### src/rtl/cascade_counter_chain_pkg.sv
// Shared definitions for the cascaded counter chain.
// Holds the FSM state type, the default parameter values and the raw
// state codes presented on the STATE output.
package cascade_counter_pkg;

    localparam int DEF_NUM_STAGES = 3;
    localparam int DEF_STAGE_W    = 4;
    localparam int DEF_SATURATE   = 0;

    localparam logic [1:0] IDLE_CODE = 2'd0;
    localparam logic [1:0] RUN_CODE  = 2'd1;
    localparam logic [1:0] HOLD_CODE = 2'd2;
    localparam logic [1:0] DONE_CODE = 2'd3;

    typedef enum logic [1:0] {
        IDLE = IDLE_CODE,
        RUN  = RUN_CODE,
        HOLD = HOLD_CODE,
        DONE = DONE_CODE
    } state_t;

endpackage

### src/rtl/cascade_counter_chain_stage.sv
// One STAGE_W-bit up/down counter stage of the cascade.
// Ports:
//   clk      - clock, rising edge
//   rst      - synchronous active-high reset (q -> 0)
//   clr      - synchronous clear (q -> 0)
//   load     - parallel load of load_val (below rst/clr in priority)
//   load_val - value for load
//   cin      - carry/borrow in: step this stage by one this cycle
//   dir      - 0 = count up, 1 = count down
//   q        - registered stage value
//   tc       - combinational terminal flag for the current direction
module counter_stage
    import cascade_counter_pkg::*;
#(
    parameter int STAGE_W = DEF_STAGE_W
) (
    input  logic               clk,
    input  logic               rst,
    input  logic               clr,
    input  logic               load,
    input  logic [STAGE_W-1:0] load_val,
    input  logic               cin,
    input  logic               dir,
    output logic [STAGE_W-1:0] q,
    output logic               tc
);

    localparam logic [STAGE_W-1:0] ONE = STAGE_W'(1);

    always_ff @(posedge clk) begin
        if (rst || clr) begin
            q <= '0;
        end else if (load) begin
            q <= load_val;
        end else if (cin) begin
            q <= dir ? (q - ONE) : (q + ONE);
        end
    end

    // Terminal is all-ones going up and zero going down; follows dir at once.
    assign tc = dir ? (q == '0) : (q == '1);

endmodule

### src/rtl/cascade_counter_chain.sv
// Cascaded ripple-carry counter chain with a small run-control FSM.
// NUM_STAGES counter_stage instances form one NUM_STAGES*STAGE_W-bit
// counter; stage k only steps when every lower stage sits at terminal.
// Ports:
//   CK       - clock, rising edge
//   RST      - synchronous active-high reset (highest priority)
//   EN       - count enable
//   CLR      - synchronous clear of count, state and WRAP
//   DIR      - 0 = up, 1 = down
//   LOAD     - parallel load strobe (below CLR)
//   LOAD_VAL - load value, stage 0 in the LSBs
//   COUNT    - registered chain value
//   STAGE_TC - per-stage combinational terminal flags
//   WRAP     - one-cycle registered pulse on full-chain rollover
//   STATE    - FSM state code (IDLE=0, RUN=1, HOLD=2, DONE=3)
module cascade_counter_chain
    import cascade_counter_pkg::*;
#(
    parameter int NUM_STAGES = DEF_NUM_STAGES,
    parameter int STAGE_W    = DEF_STAGE_W,
    parameter int SATURATE   = DEF_SATURATE
) (
    input  logic                          CK,
    input  logic                          RST,
    input  logic                          EN,
    input  logic                          CLR,
    input  logic                          DIR,
    input  logic                          LOAD,
    input  logic [NUM_STAGES*STAGE_W-1:0] LOAD_VAL,
    output logic [NUM_STAGES*STAGE_W-1:0] COUNT,
    output logic [NUM_STAGES-1:0]         STAGE_TC,
    output logic                          WRAP,
    output logic [1:0]                    STATE
);

    localparam bit SAT = (SATURATE != 0);

    state_t                  state;
    state_t                  state_nx;
    logic                    step_en;
    logic                    full_tc;
    logic                    chain_go;
    logic                    rollover;
    logic [NUM_STAGES-1:0]   carry;

    assign full_tc = &STAGE_TC;

    // State register
    always_ff @(posedge CK) begin
        if (RST) begin
            state <= IDLE;
        end else begin
            state <= state_nx;
        end
    end

    // Next-state logic; CLR and LOAD override normal sequencing.
    always_comb begin
        state_nx = state;
        if (CLR) begin
            state_nx = IDLE;
        end else if (LOAD) begin
            if (state == DONE) begin
                state_nx = HOLD;
            end
        end else begin
            case (state)
                IDLE: if (EN) state_nx = RUN;
                RUN: begin
                    if (!EN) begin
                        state_nx = HOLD;
                    end else if (SAT && full_tc) begin
                        state_nx = DONE;
                    end
                end
                HOLD: if (EN) state_nx = RUN;
                DONE: state_nx = DONE;
                default: state_nx = IDLE;
            endcase
        end
    end

    // Output logic
    always_comb begin
        STATE   = state;
        step_en = (state == RUN) && EN && !CLR && !LOAD;
    end

    // A saturating chain at full terminal must not move, so the whole
    // carry chain is suppressed rather than letting it wrap.
    assign chain_go = step_en && !(SAT && full_tc);
    assign rollover = chain_go && full_tc;

    genvar k;
    generate
        for (k = 0; k < NUM_STAGES; k++) begin : g_stage
            if (k == 0) begin : g_c0
                assign carry[k] = chain_go;
            end else begin : g_ck
                assign carry[k] = carry[k-1] & STAGE_TC[k-1];
            end

            counter_stage #(
                .STAGE_W (STAGE_W)
            ) u_stage (
                .clk      (CK),
                .rst      (RST),
                .clr      (CLR),
                .load     (LOAD),
                .load_val (LOAD_VAL[k*STAGE_W +: STAGE_W]),
                .cin      (carry[k]),
                .dir      (DIR),
                .q        (COUNT[k*STAGE_W +: STAGE_W]),
                .tc       (STAGE_TC[k])
            );
        end
    endgenerate

    // WRAP lands on the same edge as the wrapped COUNT.
    always_ff @(posedge CK) begin
        if (RST || CLR || LOAD) begin
            WRAP <= 1'b0;
        end else begin
            WRAP <= rollover;
        end
    end

endmodule

### config.mk
export PLATFORM = sky130hd
export DESIGN_NAME = cascade_counter_chain
export DESIGN_NICKNAME = d
export VERILOG_FILES = /design/src/rtl/cascade_counter_chain_pkg.sv /design/src/rtl/cascade_counter_chain_stage.sv /design/src/rtl/cascade_counter_chain.sv
export SDC_FILE = /design/constraint.sdc
export NUM_CORES = 1
export LEC_CHECK = 0
export CORE_MARGIN = 10
export CORE_UTILIZATION = 45
export DETAILED_ROUTE_END_ITERATION = 8
export PLACE_DENSITY = 0.79
export SLEW_MARGIN = 20
export SYNTH_ARGS = -nofsm -noshare
export SYNTH_HDL_FRONTEND = slang
export SYNTH_SLANG_ARGS = --single-unit
### constraint.sdc
create_clock -name CK -period 3.6 [get_ports CK]
set_input_delay 0.72 -clock CK [delete_from_list [all_inputs] [get_ports CK]]
set_output_delay 0.72 -clock CK [all_outputs]
set_load 0.01 [all_outputs]
==> summary.md <==
| Metric | Value |
|---|---|
| Outcome | `finished, final reports clean` |
| Achievable Freq | `0.311 GHz` |
| Final setup TNS | `0 ns` |
| Register area share after synthesis | `between 20% and 30%` |
| PortBufs | `35` |
| Syn Nets | `about 150` |
| Resized cells post-CTS | `0` |
| Number of antenna violations at the first check in global routing | `0` |
| Setup crit end kind | `output port` |
| Largest net degree at the start of global routing | `18` |
| Most used cell, CP | `clkdlybuf4s50_1` |
| Count leader, synth | `dfxtp_1` |
| Synth Warn # | `0` |
| Comb power frac | `around 27%` |
| DR vias | `about 1000` |
| NetSw | `106 uW` |
| Fin. max-slew vios | `0` |
| H-tree levels | `1` |
| Detailed Routing Iterations Pass 1 | `4` |
| GR Overflow Total | `0` |
| Clock Latency Late Sink | `between 0.2 and 0.3 ns` |
| Syn Area/Cell | `approximately 8.6 um2` |
| Vias in the first global route | `roughly 1000` |
| Top Ports | `36` |
| Fin util | `between 60% and 70%` |
| Initial Util | `48.0%` |
| PnR worst setup slack | `0.380 ns` |
| Internal | `around 270 uW` |
| Distinct cells, synth | `36` |
| HPWL Detailed | `2.17 mm` |
| Chip height | `approximately 70 um` |
| Post-Syn Area | `around 1100 um2` |
| Async S/R FF share, synth | `0%` |
| Final ANT Viol Nets | `0` |
| Sequential power share | `approximately 47%` |
| Critical Path AT | `2.50 ns` |
| Clock sink count | `15` |
| Critical path type | `in -> out` |
| WL/cell | `roughly 15 um` |
| # DRC | `0` |
| Via density | `approximately 5.5` |
| Critical Path Source Type | `primary input` |
| Worst slack at placement | `0.381 ns` |
| Nets | `roughly 190` |
| Post-CTS Setup Bufs | `0` |
| Hold Path Class | `reg -> reg` |
| Post-synth EDFFs | `0` |
| Post-synth top area cell | `dfxtp_1` |
| Top cells by count, synth | `dfxtp_1, a21oi_1, nor2_1` |
| Clock Path Buffers | `2` |
| Worst-path fanout max | `11` |
| Clock skew | `roughly 0.010 ns` |
| Seq cells post-synth | `15` |
| Detailed Route WL | `2.73 mm` |
| Slew Limit Headroom | `a little over three fifths` |
| Clock transition at the registers of the reported paths | `0.10 ns` |
| Fillcell total | `approximately 190` |
| Crit path time final | `roughly 3.2 ns` |
| TritonCTS clock tree | `done` |
| Post-CTS Hold Buffers | `0` |
| Final Hold Fails | `0` |
| Reg2reg setup slack | `1.62 ns` |
| Slowest cell on the critical path | `clkdlybuf4s50_1` |
| N_diodes | `0` |
| Measured slew at the worst slew-check pin | `between 0.5 and 0.6 ns` |
| Final setup fails | `0` |
| Die area | `around 4700 um2` |
| Die X | `approximately 69 um` |
| TritonCTS buffer count | `3` |
| Share of the synthesized area in the top cell type | `28.0%` |
| Core Region | `between 2000 and 2500 um2` |
| Crit share post-route | `~89%` |
| Pwr Density | `259 nW/um2` |
| Switching Share | `28.1%` |
| Static leakage | `between 0.0005 and 0.0006 uW` |
| Area delta synth->final | `36.2%` |
| RSZ-0062 raised after global routing | `no` |
| First-pass GRT wire length | `4.42 mm` |
| Synth top area cells | `dfxtp_1, xnor2_1, ha_1, fa_1, a21oi_1` |
| Clock power share | `25.8%` |
| Max stage delay on crit path | `around 0.8 ns` |
| Ys flop type | `dfxtp_1` |
| Cell count after synthesis | `around 120` |
| CP Data Required Time | `approximately 2.9 ns` |
| CTS root buf | `clkbuf_4` |
| Initial drt markers | `38` |
| Routability cong. | `~0.87` |
| Core Rows | `17` |
| Max-Cap Viols | `0` |
| Peak VDD IR | `between 0.15 and 0.2 mV` |
| Total GRT Usage | `between 10% and 20%` |
| Share of cells above drive strength 1 | `under 10%` |
| Cell chain of the critical path | `clkdlybuf4s50_1, mux2i_4, clkdlybuf4s50_1` |
-- cell families after synthesis --
kind of cell	share of synthesized area, %
simple gates	21.6
compound gates	15.9
buf+inv	7.12
flops	28.0
xor+xnor	8.99
fa+ha+maj	12.6
mux	5.83
-- area by class of cell --
type	count	area (um2)	area share (%)
clock buffers	4	26.3	1.80
inverters	8	30.0	2.06
multi-input cells	92	696	47.6
flip-flops and latches	15	300	20.6
well taps	28	35.0	2.40
repair buffers	38	373	25.5
-- worst max-delay path, delay by kind of cell --
kind,cells,cell delay [ns]
mux,1,0.38
buf+inv,2,1.40
-- sequential cells by signal, summed over array words and instances (netlist names) --
name               count
g_stage.u_stage.q     12
STATE                  2
WRAP                   1
-- per-stage QoR --
step | hold WS (ns) | instance area (um2) | power [uW] | std cells
after floorplan | 0.508 | 1070 | 240 | 124
after global placement | 0.476 | 1430 | 282 | 181
after detailed placement | 0.500 | 1430 | 284 | 181
after CTS | 0.511 | 1460 | 380 | 185
after global routing | 0.545 | 1460 | 399 | 185
final | 0.514 | 1460 | 378 | 185
-- final timing paths --
path	cells after the start	start	to
max	3	DIR	STAGE_TC[0]
min	2	STATE[0]$_SDFFE_PP0P_	STATE[0]$_SDFFE_PP0P_
max reg2reg	5	g_stage[0].u_stage.q[0]$_SDFFE_PP0P_	g_stage[2].u_stage.q[3]$_SDFFE_PP0P_
min reg2reg	2	STATE[0]$_SDFFE_PP0P_	STATE[0]$_SDFFE_PP0P_
-- power by group through the flow --
stage	clock, uW	combinational, uW	sequential [uW]
after global placement	0	99.7	182
final	97.5	102	179
after detailed placement	0	102	183
after global routing	107	112	180
after CTS	98.6	103	179
after floorplan	0	56.3	184
-- placed cells by master, fill, tap and decap left out, types with 2 or more instances in the layout --
cell type        netlist  routed
fa_1                   3       3
a21o_1                 2       2
a21oi_1               11      11
nor2_1                11      11
mux2i_1                4       4
a211oi_1               2       2
buf_4                  3       3
nand4_1                4       4
inv_1                  8       8
nor3b_1                2       2
or4_1                  2       2
clkbuf_4               0       3
ha_1                   6       6
o21ai_0                9       9
nand3_1                4       4
clkdlybuf4s50_1        0      35
nand2_1                5       5
dfxtp_1               15      15
xor2_1                 2       2
xnor2_1                9       9
-- routing by layer --
metal	up-vias	track usage, %	part of all wire (%)	routed length (um)
li1	508	-	-	-
met1	474	12.9	41	1130
met2	26	21.0	49	1350
met3	2	4.19	8.6	236
met4	0	3.69	0.51	14
met5	-	0	0	0
Note: power is estimated with default switching activity, not from simulation.
